### src/rtl/tts_pkg.sv
// Shared types and constants for the truth-table sweeper: FSM states, table and
// settle-counter widths.
package tts_pkg;

  typedef enum logic [1:0] {
    StIdle   = 2'd0,
    StDrive  = 2'd1,
    StSample = 2'd2,
    StDone   = 2'd3
  } tts_state_e;

  localparam int unsigned N_DEFAULT    = 3;
  localparam int unsigned TABLE_W      = 1 << N_DEFAULT;
  localparam int unsigned SETTLE_CNT_W = 4;

  function automatic int unsigned table_width(input int unsigned n);
    return 1 << n;
  endfunction

endpackage

### src/rtl/truth_table_sweeper_if.sv
// Stimulus/capture bundle between the sweeper and the environment that owns the
// mux network under test.
interface truth_table_sweeper_if #(
  parameter int unsigned N  = tts_pkg::N_DEFAULT,
  parameter int unsigned TW = tts_pkg::table_width(N)
);
  logic          start;
  logic          f_in;
  logic [TW-1:0] expected;
  logic [N-1:0]  pattern;
  logic          busy;
  logic          done;
  logic [TW-1:0] table_out;
  logic          table_valid;
  logic          match;

  modport master (
    output start, f_in, expected,
    input  pattern, busy, done, table_out, table_valid, match
  );

  modport slave (
    input  start, f_in, expected,
    output pattern, busy, done, table_out, table_valid, match
  );
endinterface

### src/rtl/tts_settle_counter.sv
// Loadable settle counter; term_o flags the last DRIVE cycle of a pattern.
module tts_settle_counter
  import tts_pkg::*;
#(
  parameter int unsigned SETTLE = 1
) (
  input  logic                    clk_i,
  input  logic                    rst_i,
  input  logic                    clr_i,
  input  logic                    en_i,
  input  logic                    load_i,
  input  logic [SETTLE_CNT_W-1:0] load_val_i,
  output logic                    term_o
);

  logic [SETTLE_CNT_W-1:0] cnt_q;

  always_ff @(posedge clk_i or posedge rst_i) begin
    if (rst_i) begin
      cnt_q <= '0;
    end else if (clr_i) begin
      cnt_q <= '0;
    end else if (load_i) begin
      cnt_q <= load_val_i;
    end else if (en_i) begin
      cnt_q <= cnt_q + 1'b1;
    end
  end

  assign term_o = (cnt_q == SETTLE_CNT_W'(SETTLE - 1));

endmodule

### src/rtl/truth_table_sweeper.sv
// Walks every input combination through a mux network and captures the returned
// bits as a truth table, compared against an expected table on completion.
module truth_table_sweeper
  import tts_pkg::*;
#(
  parameter int unsigned N      = N_DEFAULT,
  parameter int unsigned SETTLE = 1
) (
  input  logic                  clk,
  input  logic                  reset,
  truth_table_sweeper_if.slave  bus
);

  localparam int unsigned TW = table_width(N);

  tts_state_e    state_q;
  logic [N-1:0]  pattern_q;
  logic          busy_q;
  logic          done_q;
  logic          valid_q;
  logic          match_q;
  logic [TW-1:0] shadow_q;
  logic [TW-1:0] table_q;
  logic [TW-1:0] shadow_d;
  logic          last_pat;
  logic          cnt_clr;
  logic          cnt_en;
  logic          cnt_term;

  assign last_pat = &pattern_q;

  always_comb begin
    shadow_d           = shadow_q;
    shadow_d[pattern_q] = bus.f_in;
  end

  always_comb begin
    cnt_clr = ((state_q == StIdle) && bus.start) || ((state_q == StSample) && !last_pat);
    cnt_en  = (state_q == StDrive);
  end

  tts_settle_counter #(
    .SETTLE (SETTLE)
  ) u_settle (
    .clk_i      (clk),
    .rst_i      (reset),
    .clr_i      (cnt_clr),
    .en_i       (cnt_en),
    .load_i     (1'b0),
    .load_val_i ('0),
    .term_o     (cnt_term)
  );

  // Result registers move only on the SAMPLE->DONE edge so the new table,
  // match and done appear together.
  always_ff @(posedge clk or posedge reset) begin
    if (reset) begin
      state_q   <= StIdle;
      pattern_q <= '0;
      busy_q    <= 1'b0;
      done_q    <= 1'b0;
      valid_q   <= 1'b0;
      match_q   <= 1'b0;
      shadow_q  <= '0;
      table_q   <= '0;
    end else begin
      done_q <= 1'b0;
      unique case (state_q)
        StIdle: begin
          if (bus.start) begin
            state_q   <= StDrive;
            pattern_q <= '0;
            shadow_q  <= '0;
            busy_q    <= 1'b1;
          end
        end
        StDrive: begin
          if (cnt_term) begin
            state_q <= StSample;
          end
        end
        StSample: begin
          shadow_q <= shadow_d;
          if (!last_pat) begin
            pattern_q <= pattern_q + 1'b1;
            state_q   <= StDrive;
          end else begin
            state_q <= StDone;
            busy_q  <= 1'b0;
            done_q  <= 1'b1;
            table_q <= shadow_d;
            match_q <= (shadow_d == bus.expected);
            valid_q <= 1'b1;
          end
        end
        StDone: begin
          pattern_q <= '0;
          state_q   <= StIdle;
        end
        default: state_q <= StIdle;
      endcase
    end
  end

  assign bus.pattern     = pattern_q;
  assign bus.busy        = busy_q;
  assign bus.done        = done_q;
  assign bus.table_out   = table_q;
  assign bus.table_valid = valid_q;
  assign bus.match       = match_q;

endmodule

### src/flat_wrapper.sv
// flat-port wrapper written by rule: the top's interface ports become plain ports
module truth_table_sweeper_flat import tts_pkg::*;
#(
  parameter int unsigned N      = N_DEFAULT,
  parameter int unsigned SETTLE = 1
)
  (clk, reset, bus_start, bus_f_in, bus_expected, bus_pattern, bus_busy, bus_done, bus_table_out, bus_table_valid, bus_match);
  truth_table_sweeper_if #(.N(N)) bus_i ();
  input  logic clk;
  input  logic reset;
  input wire logic [$bits(bus_i.start)-1:0] bus_start;
  input wire logic [$bits(bus_i.f_in)-1:0] bus_f_in;
  input wire logic [$bits(bus_i.expected)-1:0] bus_expected;
  output wire logic [$bits(bus_i.pattern)-1:0] bus_pattern;
  output wire logic [$bits(bus_i.busy)-1:0] bus_busy;
  output wire logic [$bits(bus_i.done)-1:0] bus_done;
  output wire logic [$bits(bus_i.table_out)-1:0] bus_table_out;
  output wire logic [$bits(bus_i.table_valid)-1:0] bus_table_valid;
  output wire logic [$bits(bus_i.match)-1:0] bus_match;
  assign bus_i.start = bus_start;
  assign bus_i.f_in = bus_f_in;
  assign bus_i.expected = bus_expected;
  assign bus_pattern = bus_i.pattern;
  assign bus_busy = bus_i.busy;
  assign bus_done = bus_i.done;
  assign bus_table_out = bus_i.table_out;
  assign bus_table_valid = bus_i.table_valid;
  assign bus_match = bus_i.match;
  truth_table_sweeper #(.N(N), .SETTLE(SETTLE)) u_core (.clk(clk), .reset(reset), .bus(bus_i));
endmodule
### config.mk
export PLATFORM = sky130hd
export DESIGN_NAME = truth_table_sweeper_flat
export DESIGN_NICKNAME = d
export VERILOG_FILES = /design/src/rtl/tts_pkg.sv /design/src/rtl/truth_table_sweeper_if.sv /design/src/rtl/tts_settle_counter.sv /design/src/rtl/truth_table_sweeper.sv /design/src/flat_wrapper.sv
export SDC_FILE = /design/constraint.sdc
export NUM_CORES = 1
export LEC_CHECK = 0
export ABC_AREA = 1
export CORE_MARGIN = 2
export CORE_UTILIZATION = 48
export DETAILED_ROUTE_END_ITERATION = 16
export PLACE_DENSITY = 0.74
export SYNTH_ARGS = -nofsm -noshare
export SYNTH_HDL_FRONTEND = slang
export SYNTH_SLANG_ARGS = --single-unit
### constraint.sdc
create_clock -name clk -period 1.25 [get_ports clk]
set_clock_uncertainty 0.05 [all_clocks]
set_input_delay 0.125 -clock clk [delete_from_list [all_inputs] [get_ports clk]]
set_output_delay 0.125 -clock clk [all_outputs]
set_load 0.01 [all_outputs]
==> results.yml, run 1 <==
worst_setup_path:
  cp_slowest_stage_delay_ns: 0.38
  crit_path_end_kind: "register"
  rr_startpoint: "u_core.bus.pattern[1]"
  crit_chain: "buf_6, buf_12, nand2_2, nor2_4, nand2_2, nand3_1, nand2_1, clkinv_1, nand2_1, nor2_1, nand3_1, nand2_1"
  critical_path_class: "reg2reg"
  regToRegEndpoint: "u_core.bus.match"
  worstRegToRegCells: 12
  path_common_cell: "nand2_1"
  required_ns: 1.50
  start_kind: "register"
  crit_path_max_fanout: 8
  ff2ff_setup_slack_ns: -0.23
  worst_path_max_delay_cell: "dfrtp_1"
  cp_top_family: "simple AND/OR/NAND/NOR gates"
  path_buf_inv: 3
  arrival_ns: 1.73
cells_and_area:
  area_growth_syn_to_layout_pct: 48.4
  diodes: 0
  nets: 292
  fillers: 243
  drive_gt1_frac: 0.354
route:
  drt_pass1_iterations: 4
  via_per_inst: 5.12
  via_count: 1654
  drt-wirelength-per-cell_um: 13.4
  drt_iter0_drc: 76
  detail-route-antenna-nets: 0
  totalWireLength_mm: 4.33
  drc: 0
global_route:
  grt-busiest-layer: "met2"
  grt_use_met1: 0.276
  grt_max_degree: 30
  grt_pass1_vias: 1643
  grt_pass1_wl_mm: 7.19
  use_met2: 0.382
  grt_overflow: 0
  antenna_found_initial: 0
  grt_usage: 0.229
  use_met3: 0.0599
sta:
  maxSlewViolCount: 0
  maxSlewHeadroom: 0.809
  max_freq_mhz: 675
  worst_pin_slew_ns: 0.286
  fin_crit_sh: 1.18
  holdWs_ns: 0.0513
  finalHoldViolCount: 0
  period_needed_ns: 1.48
  rsz0062_at_grt: "yes"
  setup_slack_ns: -0.231
  setup_viol: 26
power:
  p_sw_mw: 1.58
  pwr-share-comb: 0.524
  peakVddDrop_uv: 1220
  seqPwrFrac: 0.325
  p_per_area_nw_per_um2: 1470
  p_leak_nw: 1.27
  power_mw: 3.73
  sw_frac_of_total: 0.422
  internal_power_mw: 2.15
  power_frac_clock: 0.150
yosys:
  yosysSeqAreaShare: 0.423
  syn_area_per_cell_um2: 8.13
  netlist_area_um2: 1720
  ys_types: 30
  ys_ff_latch: 29
  syn_inst: 211
  synth_fp_nets: 227
  ys.warnings.count: 0
clocking:
  cts_tree: "yes"
  clk_pin_slew_ns: 0.10
  clk_path_buf_depth: 2
  root_buffer: "clkbuf_4"
  tritoncts.num_buffers: 5
  cts_sinks: 29
  clkLatencyLatePin_ns: 0.35
  cts_hold_buf: 0
  htree_levels: 2
die:
  dieHeight_um: 63.8
  dieArea_um2: 4070
  pin_count: 27
  die_w_um: 63.8
  initial_core_util: 0.506
  rows: 21
  coreArea_um2: 3390
place:
  pre_cts_ws_ns: -0.300
  routabilityCongestion: 0.851
  place_hpwl_mm: 2.72
  io_buffers: 26
min_path:
  hp-class: "in2async"
status:
  violations: "setup timing"
  run_status: "complete, but fails checks"
job:
  drv_cap: 0
## worst max-delay path by stage
stage                           from                     to  slack, ns  depth (start not counted)
2_1_floorplan  u_core.bus.pattern[0]       u_core.bus.match       -0.1                         11
5_1_grt        u_core.bus.pattern[1]       u_core.bus.match      -0.34                         12
6_report       u_core.bus.pattern[1]       u_core.bus.match      -0.23                         12
3_5_place_dp                bus_f_in       u_core.bus.match      -0.30                          9
3_3_place_gp                bus_f_in       u_core.bus.match      -0.24                          9
4_1_cts        u_core.bus.pattern[1]  u_core.bus.pattern[1]      -0.23                          8
## cell families after synthesis
| logic type | count (synthesis) | synth area share |
|---|---|---|
| AO/OA/AOI/OAI | 21 | 0.0766 |
| XOR/XNOR | 2 | 0.0102 |
| adder cells (fa/ha/maj) | 4 | 0.0292 |
| buffers and inverters | 38 | 0.115 |
| flip-flops | 29 | 0.423 |
| AND/OR/NAND/NOR | 117 | 0.346 |
## registers in the layout, summed over array words and instances, names as in the netlist
name	flops
u_core.bus.busy	1
u_core.bus.done	1
u_core.bus.match	1
u_core.bus.pattern	3
u_core.bus.table_out	8
u_core.bus.table_valid	1
u_core.shadow_q	8
u_core.state_q	2
u_core.u_settle.cnt_q	4
## worst register-to-register path, cell delays in order, from the launching register on
cell	delay [ns]
dfrtp_1	0.38
buf_6	0.12
buf_12	0.13
nand2_2	0.10
nor2_4	0.12
nand2_2	0.08
nand3_1	0.07
nand2_1	0.05
clkinv_1	0.04
nand2_1	0.05
nor2_1	0.10
nand3_1	0.08
nand2_1	0.06
## metrics by stage
| stage | TNS, ns | cells | area [um2] | util |
|---|---|---|---|---|
| floorplan | -0.651 | 211 | 1720 | - |
| global placement | -2.18 | 302 | 2200 | 0.648 |
| detailed placement | -2.95 | 302 | 2200 | 0.648 |
| global route | -5.17 | 323 | 2540 | 0.751 |
| finish | -3.29 | 323 | 2540 | 0.751 |
| CTS | -3.45 | 317 | 2410 | 0.710 |
## cell usage in the layout, fill, tap and decap left out, drive strengths merged, types with 2 or more instances in the layout
cell           synthesis  layout
nand2                 66      66
buf                    6      38
inv                   31      31
dfrtp                 29      29
nand3                 28      28
o21ai                 15      15
dlygate4sd2            0      13
clkdlybuf4s50          0      11
nor2                  10      10
nand4                  9       9
clkbuf                 0       9
o22ai                  4       4
ha                     4       4
a32o                   2       2
nand3b                 2       2
xor2                   2       2
clkinv                 1       2
## what timing repair did
item / 4_1_cts / 5_1_grt
gates cloned: 2 / 0
gates resized for setup: 48 / 35
endpoints found under the setup margin: 39 / 30
pin swaps: 10 / 18
setup buffers: 6 / 7
## per-layer routing
| metal | routed length (um) | vias up | part of all wire |
|---|---|---|---|
| met5 | 0 | - | 0 |
| met4 | 104 | 0 | 0.024 |
| met3 | 164 | 10 | 0.038 |
| met2 | 2190 | 36 | 0.50 |
| met1 | 1880 | 787 | 0.43 |
| li1 | - | 821 | - |
## Yosys cell counts, drive strengths merged
cell | n | share of area
o21ai | 15 | 0.050
a32o | 2 | 0.012
nor2 | 10 | 0.047
nand3b | 2 | 0.0088
buf | 6 | 0.038
or2 | 1 | 0.0036
o22ai | 4 | 0.015
nand3 | 28 | 0.095
ha | 4 | 0.029
inv | 31 | 0.075
clkinv | 1 | 0.0022
nor3 | 1 | 0.0029
dfrtp | 29 | 0.42
nand4 | 9 | 0.040
nand2 | 66 | 0.15
xor2 | 2 | 0.010
## final cells by class
type / instances / area [um2] / area share
inverters: 32 / 160 / 0.0629
repair inverters: 1 / 8.76 / 0.00344
repair buffers: 63 / 627 / 0.246
multi-input cells: 144 / 917 / 0.360
well taps: 46 / 57.6 / 0.0226
clock buffers: 8 / 48.8 / 0.0192
flip-flops and latches: 29 / 726 / 0.285
## power groups by stage
stage	Clock [mW]	Sequential, mW	Combinational, mW
6_report	0.561	1.21	1.96
5_1_grt	0.623	1.23	2.13
4_1_cts	0.573	1.20	1.69
3_5_place_dp	0	1.23	1.49
3_3_place_gp	0	1.22	1.46
2_1_floorplan	0	1.23	0.949
Note: power is estimated with default switching activity, not from simulation.
==> inputs of run 2 (changes only) <==
--- a/config.mk
+++ b/config.mk
@@ -6,6 +6,7 @@
 export NUM_CORES = 1
 export LEC_CHECK = 0
 export ABC_AREA = 1
+export CORE_ASPECT_RATIO = 0.8
 export CORE_MARGIN = 2
 export CORE_UTILIZATION = 48
 export DETAILED_ROUTE_END_ITERATION = 16
==> run 2 against run 1 <==
  * The flow still finishes with violations (setup timing)
  * Critical path depth down 1
  * Cell count down 3.7%
  * Worst hold slack better by 0.076 ns
  * Sequential share of layout area up 0.67 points
  * Maximum frequency up 3.5%
  * Clock-buffer cell count down 2
  * Combinational power about the same
  * Utilization down 2.2 points
  * Sequential power up 3%
  * Worst setup slack better by 0.050 ns
  * Die area about the same
  * Register-to-register slack better by 0.05 ns
  * Largest power group unchanged
==> results.yml, run 2 (synthesized netlist as in run 1, its figures left out) <==
clocking:
  tritoncts.num_buffers: 5
  clk_pin_slew_ns: 0.06
  htree_levels: 2
  clk_path_buf_depth: 2
  cts_hold_buf: 0
  root_buffer: "clkbuf_8"
  clkLatencyLatePin_ns: 0.28
  cts_sinks: 29
  cts_tree: "yes"
worst_setup_path:
  ff2ff_setup_slack_ns: -0.18
  regToRegEndpoint: "u_core.bus.match"
  required_ns: 1.42
  rr_startpoint: "u_core.bus.pattern[0]"
  crit_path_max_fanout: 12
  cp_slowest_stage_delay_ns: 0.41
  arrival_ns: 1.60
  crit_chain: "buf_6, inv_8, nor2_2, nand2_1, nand3_1, nand2_1, clkinv_1, nand2_1, nor2_1, nand3_1, nand2_1"
  worst_path_max_delay_cell: "dfrtp_1"
  start_kind: "register"
  worstRegToRegCells: 11
  critical_path_class: "reg2reg"
  path_common_cell: "nand2_1"
  crit_path_end_kind: "register"
route:
  drc: 0
  totalWireLength_mm: 3.94
  drt-wirelength-per-cell_um: 12.7
  detail-route-antenna-nets: 0
  drt_pass1_iterations: 4
  via_count: 1578
  drt_iter0_drc: 69
  via_per_inst: 5.07
place:
  routabilityCongestion: 0.856
  io_buffers: 26
  place_hpwl_mm: 2.81
  placed_cells: 301
status:
  run_status: "complete, but fails checks"
  violations: "setup timing"
global_route:
  grt_pass1_vias: 1554
  antenna_found_initial: 0
  grt_usage: 0.210
  grt_pass1_wl_mm: 6.57
  grt_max_degree: 30
  grt_overflow: 0
cells_and_area:
  drive_gt1_frac: 0.368
  diodes: 0
  layout_commonest_cell: "nand2_1"
  final_util: 0.729
  fin_cells: 311
  area_growth_syn_to_layout_pct: 45.4
  nets: 284
  mostFrequentLayoutCells: "50 x nand2_1, 27 x dfrtp_1, 21 x nand3_1, 20 x inv_1, 20 x buf_4"
die:
  rows: 19
  pin_count: 27
  dieArea_um2: 4070
  initial_core_util: 0.501
  dieHeight_um: 57.5
  die_w_um: 70.8
  coreArea_um2: 3420
sta:
  period_needed_ns: 1.43
  rsz0062_at_grt: "yes"
  finalHoldViolCount: 0
  maxSlewHeadroom: 0.832
  max_freq_mhz: 699
  setup_slack_ns: -0.181
  setup_viol: 15
  fin_crit_sh: 1.14
  worst_pin_slew_ns: 0.251
  maxSlewViolCount: 0
power:
  peakVddDrop_uv: 1470
  p_leak_nw: 1.22
  p_per_area_nw_per_um2: 1570
job:
  drv_cap: 0
min_path:
  hp-class: "in2async"
## run 2: changes by cell type in the layout (fill, tap and decap cells not counted), moves of 3 or more
cell and delta:
nand2_2 -7, o22ai_1 -3, inv_1 -3, o22ai_2 +3, nand2_1 +3, clkbuf_8 +5
nand2_4 +4, buf_4 -4, clkbuf_4 -5
## run 2: how the worst max path moves through the flow
| stage | slack, ns | endpoint | from | cells past startpoint |
|---|---|---|---|---|
| 2_1_floorplan | -0.1 | u_core.bus.match | u_core.bus.pattern[0] | 11 |
| 3_3_place_gp | -0.29 | u_core.bus.match | bus_f_in | 10 |
| 3_5_place_dp | -0.33 | u_core.bus.match | bus_f_in | 9 |
| 4_1_cts | -0.18 | u_core.bus.match | u_core.bus.pattern[2] | 10 |
| 5_1_grt | -0.30 | u_core.bus.match | u_core.bus.pattern[2] | 10 |
| 6_report | -0.18 | u_core.bus.match | u_core.bus.pattern[0] | 11 |
## run 2: power by group
group          switching, mW  leakage [nW]  total (mW)  internal [mW]
combinational           1.12         0.820        1.94          0.826
clock                  0.344        0.0450       0.729          0.385
sequential             0.154         0.358        1.25           1.10
## run 2: final cells by class
class,count,area (um2)
Multi-Input combinational cell,144,962
Fill cell,259,928
Sequential cell,29,728
Timing Repair Buffer,56,519
Inverter,32,150
Clock buffer,6,72.6
Tap cell,42,52.6
Clock inverter,2,10.0
## run 2: stage by stage
stage | area (um2) | total power [mW] | hold slack [ns] | setup slack, ns | TNS (ns)
after floorplan | 1720 | 2.18 | 0.153 | -0.0956 | -0.651
after global placement | 2200 | 2.71 | 0.409 | -0.292 | -2.07
after detailed placement | 2200 | 2.75 | 0.414 | -0.331 | -2.54
after CTS | 2370 | 3.59 | 0.133 | -0.175 | -1.50
after global routing | 2490 | 4.19 | 0.179 | -0.295 | -2.63
final | 2490 | 3.92 | 0.127 | -0.181 | -1.14
## run 2: routing by layer
metal  up-vias  part of all wire  GRT usage
met5         -                 0          0
met4         0             0.012     0.0728
met3         4             0.034     0.0459
met2        25              0.49      0.348
met1       749              0.46      0.274
li1        800                 -          -
## run 2: timing repair
| item | CTS | global route |
|---|---|---|
| gates resized for setup | 42 | 45 |
| pin swaps | 4 | 16 |
| endpoints found under the setup margin | 36 | 30 |
| buffers inserted | 2 | 1 |
## run 2: worst max-delay path, delay by kind of cell (launching register included)
| kind | cells | cell delay, ns |
|---|---|---|
| and+or+nand+nor | 8 | 0.65 |
| buffers and inverters | 3 | 0.28 |
| DFF | 1 | 0.41 |
